--- src/rtl/dmem_bridge.sv ---
// Data-memory bridge: turns one core load/store into a single valid/ack bus
// transaction with byte enables, and returns extended load data or an error strobe.
package dmem_bridge_pkg;
  typedef enum logic [3:0] {
    LOAD_STORE_NONE    = 4'd0,
    LOAD_BYTE          = 4'd1,
    LOAD_BYTE_UNSIGNED = 4'd2,
    LOAD_HALF          = 4'd3,
    LOAD_HALF_UNSIGNED = 4'd4,
    LOAD_WORD          = 4'd5,
    STORE_BYTE         = 4'd6,
    STORE_HALF         = 4'd7,
    STORE_WORD         = 4'd8
  } mem_op_t;
endpackage

module dmem_bridge
  import dmem_bridge_pkg::*;
#(
  parameter int unsigned TIMEOUT = 255
) (
  input  logic        clk,
  input  logic        resetn,
  input  mem_op_t     dmem_op,
  input  logic [31:0] dmem_addr,
  input  logic [31:0] dmem_wdata,
  output logic        dmem_busy,
  output logic [31:0] dmem_rdata,
  output logic        dmem_error,
  output logic        bus_req,
  output logic        bus_we,
  output logic [31:0] bus_addr,
  output logic [3:0]  bus_be,
  output logic [31:0] bus_wdata,
  input  logic        bus_ack,
  input  logic [31:0] bus_rdata,
  input  logic        bus_err
);

  typedef enum logic [1:0] {IDLE, BUS, DONE} state_t;

  localparam logic [15:0] CNT_LAST = 16'(TIMEOUT - 1);

  state_t      state_q, state_d;
  mem_op_t     op_q, op_d;
  logic [1:0]  addr_q, addr_d;
  logic [15:0] cnt_q, cnt_d;
  logic        bus_req_q, bus_req_d;
  logic        bus_we_q, bus_we_d;
  logic [31:0] bus_addr_q, bus_addr_d;
  logic [3:0]  bus_be_q, bus_be_d;
  logic [31:0] bus_wdata_q, bus_wdata_d;
  logic [31:0] rdata_q, rdata_d;
  logic        error_q, error_d;

  logic        in_byte, in_half, in_store, in_valid, misaligned;
  logic        op_load;
  logic [7:0]  lane_b;
  logic [15:0] lane_h;
  logic [31:0] load_val;

  always_comb begin
    in_valid   = (dmem_op != LOAD_STORE_NONE);
    in_byte    = dmem_op inside {LOAD_BYTE, LOAD_BYTE_UNSIGNED, STORE_BYTE};
    in_half    = dmem_op inside {LOAD_HALF, LOAD_HALF_UNSIGNED, STORE_HALF};
    in_store   = dmem_op inside {STORE_BYTE, STORE_HALF, STORE_WORD};
    misaligned = in_half ? dmem_addr[0] : (!in_byte && (dmem_addr[1:0] != 2'b00));
  end

  // Lane extraction uses the latched low address bits and op, not the live inputs.
  always_comb begin
    op_load = op_q inside {LOAD_BYTE, LOAD_BYTE_UNSIGNED, LOAD_HALF,
                           LOAD_HALF_UNSIGNED, LOAD_WORD};
    lane_b  = 8'(bus_rdata >> {addr_q, 3'b000});
    lane_h  = addr_q[1] ? bus_rdata[31:16] : bus_rdata[15:0];
    case (op_q)
      LOAD_BYTE:          load_val = {{24{lane_b[7]}}, lane_b};
      LOAD_BYTE_UNSIGNED: load_val = {24'b0, lane_b};
      LOAD_HALF:          load_val = {{16{lane_h[15]}}, lane_h};
      LOAD_HALF_UNSIGNED: load_val = {16'b0, lane_h};
      default:            load_val = bus_rdata;
    endcase
  end

  always_ff @(posedge clk or negedge resetn) begin
    if (!resetn) state_q <= IDLE;
    else         state_q <= state_d;
  end

  always_comb begin
    state_d = state_q;
    case (state_q)
      IDLE: if (in_valid) state_d = misaligned ? DONE : BUS;
      BUS:  if (bus_ack || (cnt_q == CNT_LAST)) state_d = DONE;
      DONE: state_d = IDLE;
      default: state_d = IDLE;
    endcase
  end

  always_comb begin
    dmem_busy   = resetn && (((state_q == IDLE) && in_valid) || (state_q == BUS));
    op_d        = op_q;
    addr_d      = addr_q;
    cnt_d       = cnt_q;
    bus_req_d   = bus_req_q;
    bus_we_d    = bus_we_q;
    bus_addr_d  = bus_addr_q;
    bus_be_d    = bus_be_q;
    bus_wdata_d = bus_wdata_q;
    rdata_d     = rdata_q;
    error_d     = 1'b0;
    case (state_q)
      IDLE: begin
        if (in_valid) begin
          op_d   = dmem_op;
          addr_d = dmem_addr[1:0];
          cnt_d  = '0;
          if (misaligned) begin
            error_d = 1'b1;
            if (!in_store) rdata_d = '0;
          end else begin
            bus_req_d  = 1'b1;
            bus_we_d   = in_store;
            bus_addr_d = {dmem_addr[31:2], 2'b00};
            if (in_byte) begin
              bus_be_d    = 4'b0001 << dmem_addr[1:0];
              bus_wdata_d = {4{dmem_wdata[7:0]}};
            end else if (in_half) begin
              bus_be_d    = dmem_addr[1] ? 4'b1100 : 4'b0011;
              bus_wdata_d = {2{dmem_wdata[15:0]}};
            end else begin
              bus_be_d    = 4'b1111;
              bus_wdata_d = dmem_wdata;
            end
          end
        end
      end
      BUS: begin
        cnt_d = cnt_q + 16'd1;
        if (bus_ack) begin
          bus_req_d = 1'b0;
          error_d   = bus_err;
          if (op_load) rdata_d = bus_err ? '0 : load_val;
        end else if (cnt_q == CNT_LAST) begin
          bus_req_d = 1'b0;
          error_d   = 1'b1;
          if (op_load) rdata_d = '0;
        end
      end
      DONE: cnt_d = '0;
      default: ;
    endcase
  end

  always_ff @(posedge clk or negedge resetn) begin
    if (!resetn) begin
      op_q        <= LOAD_STORE_NONE;
      addr_q      <= '0;
      cnt_q       <= '0;
      bus_req_q   <= 1'b0;
      bus_we_q    <= 1'b0;
      bus_addr_q  <= '0;
      bus_be_q    <= '0;
      bus_wdata_q <= '0;
      rdata_q     <= '0;
      error_q     <= 1'b0;
    end else begin
      op_q        <= op_d;
      addr_q      <= addr_d;
      cnt_q       <= cnt_d;
      bus_req_q   <= bus_req_d;
      bus_we_q    <= bus_we_d;
      bus_addr_q  <= bus_addr_d;
      bus_be_q    <= bus_be_d;
      bus_wdata_q <= bus_wdata_d;
      rdata_q     <= rdata_d;
      error_q     <= error_d;
    end
  end

  assign bus_req    = bus_req_q;
  assign bus_we     = bus_we_q;
  assign bus_addr   = bus_addr_q;
  assign bus_be     = bus_be_q;
  assign bus_wdata  = bus_wdata_q;
  assign dmem_rdata = rdata_q;
  assign dmem_error = error_q;

endmodule

--- config.mk ---
export PLATFORM = sky130hd
export DESIGN_NAME = dmem_bridge
export DESIGN_NICKNAME = d
export VERILOG_FILES = /design/src/rtl/dmem_bridge.sv
export SDC_FILE = /design/constraint.sdc
export NUM_CORES = 1
export LEC_CHECK = 0
export CAP_MARGIN = 20
export CORE_MARGIN = 4
export CORE_UTILIZATION = 42
export DETAILED_ROUTE_END_ITERATION = 12
export PLACE_DENSITY = 0.77
export SETUP_SLACK_MARGIN = 0.5
export SYNTH_ARGS = -nofsm -noshare
export SYNTH_HDL_FRONTEND = slang
export SYNTH_SLANG_ARGS = --single-unit
--- constraint.sdc ---
create_clock -name clk -period 2 [get_ports clk]
set_clock_uncertainty 0.15 [all_clocks]
set_input_delay 0.2 -clock clk [delete_from_list [all_inputs] [get_ports clk]]
set_output_delay 0.2 -clock clk [all_outputs]
set_load 0.01 [all_outputs]
==> metrics.md <==
| Metric | Value |
|---|---|
| Crit path time final | slightly above 2 ns |
| Die Y-Extent | 130 um |
| Initial core utilization | between 40% and 50% |
| Final period util | 101% |
| R2R depth | 7 |
| Overall routing resource usage | 25.3% |
| Synth area leader | dfrtp_1 |
| Max Cap Viol | 0 |
| Cell family with most CP delay | compound AO/OA/AOI/OAI gates |
| R2r startpoint | op_q[1] |
| Asr flop ratio synth | 100% |
| Final Wtd Congestion | 0.836 |
| Ports | around 210 |
| Worst Path Required | 2.18 ns |
| Grt ovf | 0 |
| Maximum VDD drop | 0.882 mV |
| Final Hold Fails | 0 |
| Violated checks | setup timing |
| Drt drc | 0 |
| CTS clk-pin slew, worst paths | 0.05 ns |
| Worst min path class | input port to flop |
| Crit end category | flop |
| FF-to-FF End | dmem_rdata[14] |
| FF/Latch Area | 3130 um2 |
| Setup CP Type | flop to flop |
| Number of setup violations in the final report | 4 |
| Sinks on Clock Net | 125 |
| Relative slew slack | 50.0% |
| CP arrival | 2.20 ns |
| Core Region | 14600 um2 |
| Root buf cell | clkbuf_16 |
| Vias in the first global route | between 6000 and 7000 |
| Routed wl met2 | 12500 um |
| Post-synth top area share | 49.7% |
| Die area | 17000 um2 |
| Max stage delay on crit path | 0.44 ns |
| Synth cell count leaders | dfrtp_1 (125), mux2i_1 (69), o21ai_0 (54) |
| Most common cell in the netlist | dfrtp_1 |
| Drt pass-1 iters | 4 |
| CP cell instances | buf_4, a2111oi_4, a21oi_2, a211oi_4, buf_12, buf_12, mux2i_1 |
| Initial antenna violation count | 0 |
| Power per cell area | 1420 nW/um2 |
| WP depth | 7 |
| Syn Area/Cell | 10.7 um2 |
| WL final | 24400 um |
| Post-route ant nets | 0 |
| Pins Over Slew Limit | 0 |
| CTS buffer count | 17 |
| CTS tree | built |
| Sequential area share after synthesis | 49.7% |
| R2R setup slack | -0.02 ns |
| # nets final | 1021 |
| CP max FO | 7 |
| Most common cell on crit path | buf_12 |
| Worst hold slack | just under 0.08 ns |
| Top sig layer | met4 |
| H-tree Lvls | 4 |
| Crit path launch type | flop |
| Post-synth EDFFs | 0 |
| Via/cell ratio | 5.68 |
| Top post-synthesis cells by area | dfrtp_1 (50%), mux2i_1 (11%), mux2_2 (7.5%) |
| WL/cell | 22.0 um |
| Share of cells above drive strength 1 | 38.1% |
| Post-synth cell types | between 50 and 60 |
| M1 WL | 9130 um |
| Area growth, synth to finish | 81.3% |
| Syn Std Cell Area | between 6000 and 7000 um2 |
| Fmax achieved | 494 MHz |
| Slew @ Worst Pin | 0.749 ns |
| Crit. Startpoint | op_q[1] |
| Initial DRC count | 415 |
| Worst setup path end | dmem_rdata[14] |
| Top FF cell, synth | dfrtp_1 |
| DP Wirelength | between 10000 and 15000 um |
| Port buffer count | 205 |
| RSZ-0062 raised after global routing | true |
| Slowest CP cell | dfrtp_2 |
| Fin cells | 1112 |
| Cells after DPL | 1017 |
| Wire length on met3 | 1920 um |
| Row count | 44 |
| Setup ws final | -0.0228 ns |
| Number of buffers and inverters on the critical path | 3 |
| Largest net degree at the start of global routing | 126 |
| First-pass GRT wire length | 33400 um |
| Routed vias | 6315 |
| Post-synthesis sequential element count | roughly 130 |
| Clk_lat worst skew | 0.43 ns |
| Yosys warning total | 0 |
| DIE WIDTH | 130 um |
| Status | finished, violations left |
| Leak | 5.36 nW |
| Mapped Cells | 590 |
| Filler cells | 803 |
| Clk buf depth | 2 |
| Area of the multi-input gates | 3740 um2 |
| Final core occ | between 70 and 80% |
| # diodes | 0 |
## worst min path at each step
stage | startpoint | endpoint | slack [ns] | depth (start not counted)
after detailed placement | resetn | dmem_rdata[20] | 0.25 | 2
final | dmem_addr[0] | addr_q[0] | 0.08 | 3
after global routing | dmem_addr[0] | addr_q[0] | 0.08 | 3
after floorplan | resetn | addr_q[0] | -0.25 | 0
after CTS | dmem_op[1] | op_q[1] | 0.12 | 4
after global placement | resetn | cnt_q[4] | 0.25 | 2
## placed cells by master (no fill, tap or decap), drive strengths merged, types with 2 or more instances in the layout
master,n
dlygate4sd2,90
nor3,8
o221ai,15
buf,142
a31oi,6
clkbuf,27
mux2,46
dfrtp,125
inv,37
nand2,49
nand4,7
a21o,12
bufinv,5
and2,3
a21oi,12
conb,2
nand3,5
clkinvlp,3
clkinv,3
clkdlybuf4s50,96
o21ai,63
nor2b,2
a211oi,10
o21bai,2
ha,2
nand3b,2
nand2b,5
o21a,3
mux2i,69
a2bb2oi,2
xor2,2
nor4b,2
nor2,27
or3b,4
clkdlybuf4s15,9
o31ai,5
nor4,4
o211ai,7
a211o,2
o22ai,2
## layout make-up
class	instances	share of cell area [%]
repair buffers	346	30.9
inverters	35	1.15
well taps	184	2.02
clock buffers	19	3.88
flip-flops and latches	125	27.4
multi-input cells	390	32.7
clock inverters	13	1.86
## sequential cells by signal (all words and copies together) (netlist names)
signal and flops:
addr_q 2, bus_addr 30, bus_be 4, bus_req 1, bus_wdata 32, bus_we 1, cnt_q 16, dmem_error 1
dmem_rdata 32, op_q 4, state_q 2
## kinds of logic (layout without fill, tap and decap cells)
kind of cell / count (synthesis) / in the layout / share of synthesized area (%)
fa+ha+maj: 2 / 2 / 0.397
simple gates: 121 / 121 / 9.06
other cells: 1 / 2 / 0.0595
compound gates: 146 / 147 / 15.5
buf+inv: 77 / 413 / 5.54
mux: 116 / 116 / 19.5
xor+xnor: 2 / 2 / 0.278
flops: 125 / 125 / 49.7
## worst register-to-register path, stage by stage, from the launching register on
cell and delay, ns:
dfrtp_2 0.44, buf_4 0.15, a2111oi_4 0.36, a21oi_2 0.09, a211oi_4 0.20, buf_12 0.18, buf_12 0.13, mux2i_1 0.21
## stage by stage
step                total power [mW]  worst slack, ns  setup TNS (ns)  area [um2]
floorplan                       7.46           0.0503               0        6570
global placement                10.5           -0.425          -38.75        9230
detailed placement              10.7           -0.447          -40.34        9230
CTS                             14.8           0.0158               0       10700
global route                    16.9           -0.103           -2.50       11400
finish                          16.2          -0.0228         -0.0498       11400
## per-layer routing
metal | vias to the layer above | global-route usage [%]
met5 | - | 0
met3 | 66 | 7.24
li1 | 2775 | -
met1 | 3134 | 31.0
met4 | 0 | 9.98
met2 | 340 | 42.4
## power by group
group          internal [mW]  total [mW]  leakage [nW]  switching [mW]
combinational           4.60        8.49          3.46            3.90
clock                   2.25        3.47         0.310            1.21
sequential              3.49        4.24          1.58           0.750
## repair_timing
| item | in CTS | in global routing |
|---|---|---|
| cloned | 12 | 3 |
| pin swaps | 39 | 36 |
| gates resized for setup | 262 | 151 |
| buffers inserted | 33 | 14 |
| hold buffers | 1 | 0 |
| endpoints found under the hold margin | 125 | 0 |
| endpoints found under the setup margin | 226 | 135 |
Note: power is estimated with default switching activity, not from simulation.
